File: config.mk
export PLATFORM = sky130hd
export DESIGN_NAME = lcd_write_arbiter
export DESIGN_NICKNAME = d
export VERILOG_FILES = /design/src/rtl/lcd_pkg.sv /design/src/rtl/lcd_rr_arbiter2.sv /design/src/rtl/lcd_write_arbiter.sv
export SDC_FILE = /design/constraint.sdc
export NUM_CORES = 1
export LEC_CHECK = 0
export ABC_AREA = 0
export CAP_MARGIN = 40
export CELL_PAD_IN_SITES_DETAIL_PLACEMENT = 1
export CELL_PAD_IN_SITES_GLOBAL_PLACEMENT = 1
export CORE_MARGIN = 3
export CORE_UTILIZATION = 30
export CTS_CLUSTER_SIZE = 8
export DETAILED_ROUTE_END_ITERATION = 8
export GPL_ROUTABILITY_DRIVEN = 0
export MAX_ROUTING_LAYER = met4
export PLACE_DENSITY_LB_ADDON = 0.2
export SYNTH_ARGS = -nofsm -noshare
export SYNTH_HDL_FRONTEND = slang
export SYNTH_SLANG_ARGS = --single-unit
File: constraint.sdc
create_clock -name Clk50Mhz -period 3.4 [get_ports Clk50Mhz]
set_clock_uncertainty 0.2 [all_clocks]
set_input_delay 0.68 -clock Clk50Mhz [delete_from_list [all_inputs] [get_ports Clk50Mhz]]
set_output_delay 0.68 -clock Clk50Mhz [all_outputs]
set_load 0.02 [all_outputs]
File: src/rtl/lcd_pkg.sv
// Shared constants, FSM state type and command helpers for the character-LCD write arbiter.
package lcd_pkg;

  localparam logic [7:0] LCD_FUNC_SET  = 8'h38;
  localparam logic [7:0] LCD_DISP_ON   = 8'h0C;
  localparam logic [7:0] LCD_ENTRY_INC = 8'h06;
  localparam logic [7:0] LCD_CLEAR     = 8'h01;
  localparam logic [7:0] LCD_LINE1     = 8'h80;
  localparam logic [7:0] LCD_LINE2     = 8'hC0;

  localparam int unsigned InitLen = 4;

  typedef enum logic [2:0] {
    StPwrWait,
    StInitLoad,
    StSetup,
    StEnHi,
    StWait,
    StArb
  } lcd_state_e;

  function automatic logic [7:0] init_rom(input logic [1:0] idx);
    logic [7:0] rom;
    unique case (idx)
      2'd0:    rom = LCD_FUNC_SET;
      2'd1:    rom = LCD_DISP_ON;
      2'd2:    rom = LCD_ENTRY_INC;
      default: rom = LCD_CLEAR;
    endcase
    return rom;
  endfunction

  // Clear (0x01) and return-home (0x02/0x03) need the long execution wait.
  function automatic logic is_long_cmd(input logic rs, input logic [7:0] data);
    return !rs && (data == 8'h01 || data == 8'h02 || data == 8'h03);
  endfunction

endpackage

File: src/rtl/lcd_rr_arbiter2.sv
// Two-way round-robin arbiter: combinational grant, pointer moves past the winner on advance.
module lcd_rr_arbiter2 (
  input  logic       clk_i,
  input  logic       rst_ni,
  input  logic [1:0] valid_i,
  input  logic       advance_i,
  output logic [1:0] grant_o
);

  logic ptr_q, ptr_d;

  always_comb begin
    grant_o = valid_i;
    if (valid_i == 2'b11) begin
      grant_o = ptr_q ? 2'b10 : 2'b01;
    end
  end

  // Granting requester 0 points at 1 next, and vice versa.
  assign ptr_d = (advance_i && (grant_o != 2'b00)) ? grant_o[0] : ptr_q;

  always_ff @(posedge clk_i or negedge rst_ni) begin
    if (!rst_ni) begin
      ptr_q <= 1'b0;
    end else begin
      ptr_q <= ptr_d;
    end
  end

endmodule

File: src/rtl/lcd_write_arbiter.sv
// HD44780 bus owner: power-up init sequence, then round-robin sharing between two byte writers
// with all setup/enable/execution timing generated here.
module lcd_write_arbiter
  import lcd_pkg::*;
#(
  parameter int unsigned T_PWR   = 750000,
  parameter int unsigned T_SETUP = 4,
  parameter int unsigned T_EN    = 25,
  parameter int unsigned T_EXEC  = 2000,
  parameter int unsigned T_LONG  = 82000
) (
  input  logic       Clk50Mhz,
  input  logic       RstN,
  input  logic       req0_valid,
  input  logic       req0_rs,
  input  logic [7:0] req0_data,
  output logic       req0_ready,
  input  logic       req1_valid,
  input  logic       req1_rs,
  input  logic [7:0] req1_data,
  output logic       req1_ready,
  output logic       init_done,
  output logic       busy,
  output logic       LCD_EN,
  output logic       LCD_RS,
  output logic [7:0] LCD_DATA
);

  localparam int unsigned TMax = (T_PWR > T_LONG) ? T_PWR : T_LONG;
  localparam int unsigned CntW = $clog2(TMax + 1);

  typedef logic [CntW-1:0] cnt_t;

  localparam cnt_t PwrLast   = cnt_t'(T_PWR - 1);
  localparam cnt_t SetupLast = cnt_t'(T_SETUP - 1);
  localparam cnt_t EnLast    = cnt_t'(T_EN - 1);
  localparam cnt_t ExecLast  = cnt_t'(T_EXEC - 1);
  localparam cnt_t LongLast  = cnt_t'(T_LONG - 1);

  lcd_state_e state_q;
  cnt_t       cnt_q;
  logic [2:0] idx_q;
  logic       en_q;
  logic       rs_q;
  logic [7:0] data_q;
  logic       init_done_q;

  logic       in_arb;
  logic [1:0] grant;

  assign in_arb = (state_q == StArb);

  lcd_rr_arbiter2 u_rr (
    .clk_i     (Clk50Mhz),
    .rst_ni    (RstN),
    .valid_i   ({req1_valid, req0_valid} & {2{in_arb}}),
    .advance_i (in_arb),
    .grant_o   (grant)
  );

  always_ff @(posedge Clk50Mhz or negedge RstN) begin
    if (!RstN) begin
      state_q     <= StPwrWait;
      cnt_q       <= '0;
      idx_q       <= '0;
      en_q        <= 1'b0;
      rs_q        <= 1'b0;
      data_q      <= 8'h00;
      init_done_q <= 1'b0;
    end else begin
      unique case (state_q)
        // Counts up from the reset value of 0 so the power-up wait needs no preload.
        StPwrWait: begin
          if (cnt_q == PwrLast) begin
            cnt_q   <= '0;
            state_q <= StInitLoad;
          end else begin
            cnt_q <= cnt_q + 1'b1;
          end
        end
        StInitLoad: begin
          rs_q    <= 1'b0;
          data_q  <= init_rom(idx_q[1:0]);
          idx_q   <= idx_q + 3'd1;
          cnt_q   <= SetupLast;
          state_q <= StSetup;
        end
        StSetup: begin
          if (cnt_q == '0) begin
            en_q    <= 1'b1;
            cnt_q   <= EnLast;
            state_q <= StEnHi;
          end else begin
            cnt_q <= cnt_q - 1'b1;
          end
        end
        StEnHi: begin
          if (cnt_q == '0) begin
            en_q    <= 1'b0;
            cnt_q   <= is_long_cmd(rs_q, data_q) ? LongLast : ExecLast;
            state_q <= StWait;
          end else begin
            cnt_q <= cnt_q - 1'b1;
          end
        end
        StWait: begin
          if (cnt_q == '0) begin
            if (init_done_q) begin
              state_q <= StArb;
            end else if (idx_q == 3'(InitLen)) begin
              init_done_q <= 1'b1;
              state_q     <= StArb;
            end else begin
              state_q <= StInitLoad;
            end
          end else begin
            cnt_q <= cnt_q - 1'b1;
          end
        end
        StArb: begin
          if (grant != 2'b00) begin
            rs_q    <= grant[1] ? req1_rs : req0_rs;
            data_q  <= grant[1] ? req1_data : req0_data;
            cnt_q   <= SetupLast;
            state_q <= StSetup;
          end
        end
        default: state_q <= StPwrWait;
      endcase
    end
  end

  assign req0_ready = grant[0];
  assign req1_ready = grant[1];
  assign init_done  = init_done_q;
  assign busy       = !in_arb;
  assign LCD_EN     = en_q;
  assign LCD_RS     = rs_q;
  assign LCD_DATA   = data_q;

endmodule

# Yosys cells after proc, flatten, opt, wreduce, memory -nomap -nowiden
# Index checks and enable logic that the tools add are counted.
# Widths: inputs -> output; s select.
[totals] ff_bits=38 input_bits=22 word_cells=78 out_inout_bits=14
[classes] add_sub_neg=3 n_eq_ne=19 bitwise=1 reduce_logical=18 n_mux=29
[op_table] cell="$pmux 20 s6" count=1
[op_table] cell="$mux 20" count=5
[op_table] cell="$mux 3" count=7
[op_table] cell="$add 20x1->20 const B" count=1
[op_table] cell="$eq 20x20->1 const B" count=1
[op_table] cell="$logic_not 20->1" count=1
[op_table] cell="$sub 20x1->20 const B" count=1
[op_table] cell="$pmux 3 s6" count=1
[op_table] cell="$pmux 6 s3" count=1
[op_table] cell="$mux 17" count=1
[op_table] cell="$eq 8x2->1 const B" count=2
[op_table] cell="$mux 8" count=2
[op_table] cell="$pmux 8 s2" count=1
[op_table] cell="$ne 2x2->1 const B" count=5
[op_table] cell="$eq 3x3->1 const B" count=3
[op_table] cell="$eq 8x1->1 const B" count=1
[op_table] cell="$eq 3x2->1 const B" count=2
[op_table] cell="$mux 1" count=6
[op_table] cell="$reduce_and 3->1" count=2
[op_table] cell="$reduce_bool 2->1" count=3
[op_table] cell="$reduce_bool 6->1" count=1
[op_table] cell="$reduce_and 5->1" count=1
[op_table] cell="$eq 2x2->1 const B" count=2
[op_table] cell="$mux 2" count=2
[op_table] cell="12 further kinds" count=17

# Longest topological paths before layout
[depth] depth_word=7 depth_mapped=10 depth_no_buf=8

# Modules after synthesis
# A second synthesis with hierarchy kept.
[hier_totals] cells_unflattened=370 area_unflattened_um2=3090.5
[by_module_without_submodules] module="lcd_write_arbiter" cells_per_inst=364 instances=1 seq_area_each_um2=925.9 area_each_um2=3035.4
[by_module_without_submodules] module="lcd_rr_arbiter2" cells_per_inst=6 instances=1 seq_area_each_um2=25.0 area_each_um2=55.1

# Worst setup path after synthesis
# No wires, ideal clock.
[synth_timing] kind="reg2out" from="register state_q[0]" to="output req0_ready" path_buffers=2 path_slack_ps=420 t_arrival_ps=2100 path_stages_with_launch=7 t_required_ps=2520 cell_sequence="dfrtp_1 clkbuf_1 nor2b_1 and2_1 clkbuf_1 clkinv_1 a211oi_1"
[synth_via] elab_chain_cells=4
[synth_lines] item="start, declared" line="lcd_write_arbiter.sv:40" text="lcd_state_e state_q;"
[synth_lines] item="start signal, assigned" line="lcd_write_arbiter.sv:63" text="state_q <= StPwrWait;"
[synth_lines] item="start signal, assigned" line="lcd_write_arbiter.sv:76" text="state_q <= StInitLoad;"
[synth_lines] item="start signal, assigned" line="lcd_write_arbiter.sv:86" text="state_q <= StSetup;"
[synth_lines] item="$eq 3x3->1 (*)" line="lcd_write_arbiter.sv:51" text="assign in_arb = (state_q == StArb);"
[synth_lines] item="$and 2x2->2 (*)" line="lcd_write_arbiter.sv:56" text=".valid_i ({req1_valid, req0_valid} & {2{in_arb}}),"
[synth_lines] item="$eq 2x2->1" line="lcd_rr_arbiter2.sv:14" text="if (valid_i == 2'b11) begin"
[synth_lines] item="$mux 2 (*)" line="lcd_rr_arbiter2.sv:14"
[synth_lines] item="end, declared" line="lcd_write_arbiter.sv:17" text="output logic req0_ready,"
# Mark *: on every way between the ends. The rest lies on a longest branch, timed or not.

# Final worst setup path
[layout_timing] from="register state_q[1]" to="output req0_ready"
# Same word-level chain as after synthesis.

==> run metrics <==
die outline height=between 100 and 150 µm; Synth Cell Area=just over 3000 µm²; Worst setup SP type=flop; commonest non-fill, non-tap cell in the layout=nand2_1; status=complete, no violations; WHS=between 0.08 and 0.09 ns; worst-path fanout max=10; fraction of synthesized area in multiplexers=~3.3%; placed cell areas=between 3000 and 4000 µm²; setup ws final=0.285 ns; share of layout cells above drive strength 1=between 10% and 20%; I/O pin cnt=36; Leak=1.50 nW; syn nets=approximately 400; Max H-tree Level=2; maximum clock path buffer count=2; final cell count without fillers=about 550; n_diodes=0; Slew @ Worst Pin=around 0.77 ns; routed len/inst=18.4 µm; clock slew at the register clock pins of the worst setup and hold paths=about 0.080 ns; Synth area leaders=dfrtp_1, o21ai_0, nand2_1, a21oi_1, nor2_1; final core occ=37.8%; HPWL after detailed placement=approximately 7.6 mm; postcts setup bufs=0; 1st-iter DRT viols=143; Max VDD drop=roughly 0.00013 V; Primary FF master, synth=dfrtp_1; Synth top area share=a little under a third; cts hold-fix bufs=0; Worst Path Required=around 2.5 ns; critical path arrival=2.24 ns; PostCTS Resize Cnt=0; # rows=36; initial antenna violation count=0; fin area=between 3000 and 4000 µm²; Final Cycle Share=~92%; Die X=about 110 µm; worst skew pair latency=0.29 ns; Syn. warnings=0; placed insts=538; RSZ-0062 raised after global routing=no; Post-synth EDFFs=0; Final Slew Violations=0; die area=11400 µm²; Final min period=between 3 and 4 ns; max_cap viols=0; fmax=~0.32 GHz; P&R area growth vs syn=21.8%; Setup TNS=0 ns; most frequent cells in the layout=nand2_1, dfrtp_1, clkdlybuf4s50_1, nor2_1, o21ai_0; TritonCTS Sinks=38; Core Area=between 9000 and 10000 µm²; starting density of the core=a little under a third; final hold violation count=0; setup violators final=0; Num CTS Buffers=5; DRC viols=0; Yosys cell types=68; asr flop ratio synth=between 90% and 100%; GRT Residual Overflow=0; Port Buffers=35; drt via density=approximately 5.7; FILL cells=between 1000 and 1500; DRT Pass-1 Iters=4; vias in the first global route=~3200; complex-gate fraction of the synthesized area=~29%; largest family of logic cells by synthesized area=compound AO/OA/AOI/OAI gates; vias after detailed routing=roughly 3100; clk root buf=clkbuf_8; antenna-violating nets left=0; Syn Area/Cell=approximately 8.1 µm²; Crit Path Class=reg -> out; Final nets=441; nature of the critical path endpoint=primary output; synthesized flop and latch total=38; register area share after synthesis=between 30 and 40%; Adder-Cell Fraction of Synth Area=roughly 2.9%; Tot GR Track Use=about a fifth; area leader, netlist=dfrtp_1; Power Density=roughly 240 nW/µm²; Power Total=around 0.91 mW; drt total wl=approximately 10 mm; xor/xnor share of the synthesized area=between 2 and 3%; Setup WS pre-CTS=~0.37 ns; Slew headroom=around 48%; first-pass GRT wire length=16.8 mm; largest net degree at the start of global routing=26; CTS tree=yes; Min-Delay Path Class=in -> async; Cells after Synth=around 380; Post-Synth Simple-Gate Area=between 20 and 25%
[cell families (layout without fill, tap and decap cells)]
| logic type | after synthesis | count (layout) |
|---|---|---|
| simple gates | 144 | 144 |
| buf+inv | 42 | 78 |
| mux | 10 | 10 |
| fa+ha+maj | 7 | 7 |
| flops | 38 | 38 |
| compound gates | 126 | 126 |
| xor+xnor | 10 | 10 |
[synth_stat cells, types with 2 or more instances]
cell      count
nand2_1      41
dfrtp_1      38
nor2_1       33
o21ai_0      32
a21oi_1      25
clkbuf_1     17
nor3_1       13
inv_1        12
nand3_1      10
mux2i_1       9
a31oi_1       7
ha_1          7
nand4_1       7
a211oi_1      6
a22o_1        6
nand2b_1      6
o22ai_1       6
o31ai_1       6
xnor2_1       6
a221oi_1      5
buf_2         5
or3_1         5
buf_4         4
nor4_1        4
xor2_1        4
a21o_1        3
nor4_2        3
o311ai_0      3
o32ai_1       3
or4_1         3
a41oi_1       2
and3_1        2
buf_6         2
nand4b_1      2
nor2b_1       2
nor3b_1       2
o21a_1        2
o41ai_1       2
or2_2         2
or4_4         2
[area by class of cell]
type / instances / area, µm² / area share, %
multi-input combinational: 297 / 1900 / 51.4
sequential: 38 / 951 / 25.6
inverter: 13 / 52.6 / 1.42
clock buffer: 6 / 72.6 / 1.96
tap: 133 / 166 / 4.49
timing repair buffer: 57 / 523 / 14.1
clock inverter: 2 / 37.5 / 1.01
[critical path, stage by stage, from the launching register on]
cell and delay, ns:
dfrtp_1 0.38, nor2b_1 0.20, and2_2 0.26, clkinvlp_4 0.20
a211oi_2 0.25, clkdlybuf4s50_1 0.64
[layer usage]
| layer | up-vias | global-route usage, % | routed length, µm |
|---|---|---|---|
| met2 | 52 | 31.5 | 4800 |
| li1 | 1488 | - | - |
| met1 | 1549 | 24.6 | 4870 |
| met4 | 0 | 4.20 | 97 |
| met5 | - | - | 0 |
| met3 | 8 | 2.59 | 297 |
[flip-flops by register name, indices dropped and copies added (netlist names)]
register and flops:
LCD_DATA 8, LCD_RS 1, state_q 3, init_done 1, LCD_EN 1, idx_q 3, u_rr.ptr_q 1, cnt_q 20
[final timing paths]
check,slack (ns),endpoint,cells past startpoint,from
max,0.28,req0_ready,5,state_q[1]$_DFFE_PN0P_
min,0.08,cnt_q[6]$_DFFE_PN0P_,1,RstN
max reg2reg,0.42,cnt_q[11]$_DFFE_PN0P_,8,cnt_q[0]$_DFFE_PN0P_
min reg2reg,0.29,LCD_EN$_DFFE_PN0P_,2,LCD_EN$_DFFE_PN0P_
max in group asynchronous,2.45,LCD_DATA[4]$_DFFE_PN0P_,2,RstN
min in group Clk50Mhz,0.29,LCD_EN$_DFFE_PN0P_,2,LCD_EN$_DFFE_PN0P_
[power by group]
group	leakage [nW]	switching [mW]	total, mW	internal (mW)
clock	0.0514	0.183	0.403	0.219
combinational	0.950	0.0211	0.0513	0.0302
sequential	0.503	0.000637	0.453	0.452
total	1.50	0.205	0.907	0.702
(Power assumes the default switching activity.)
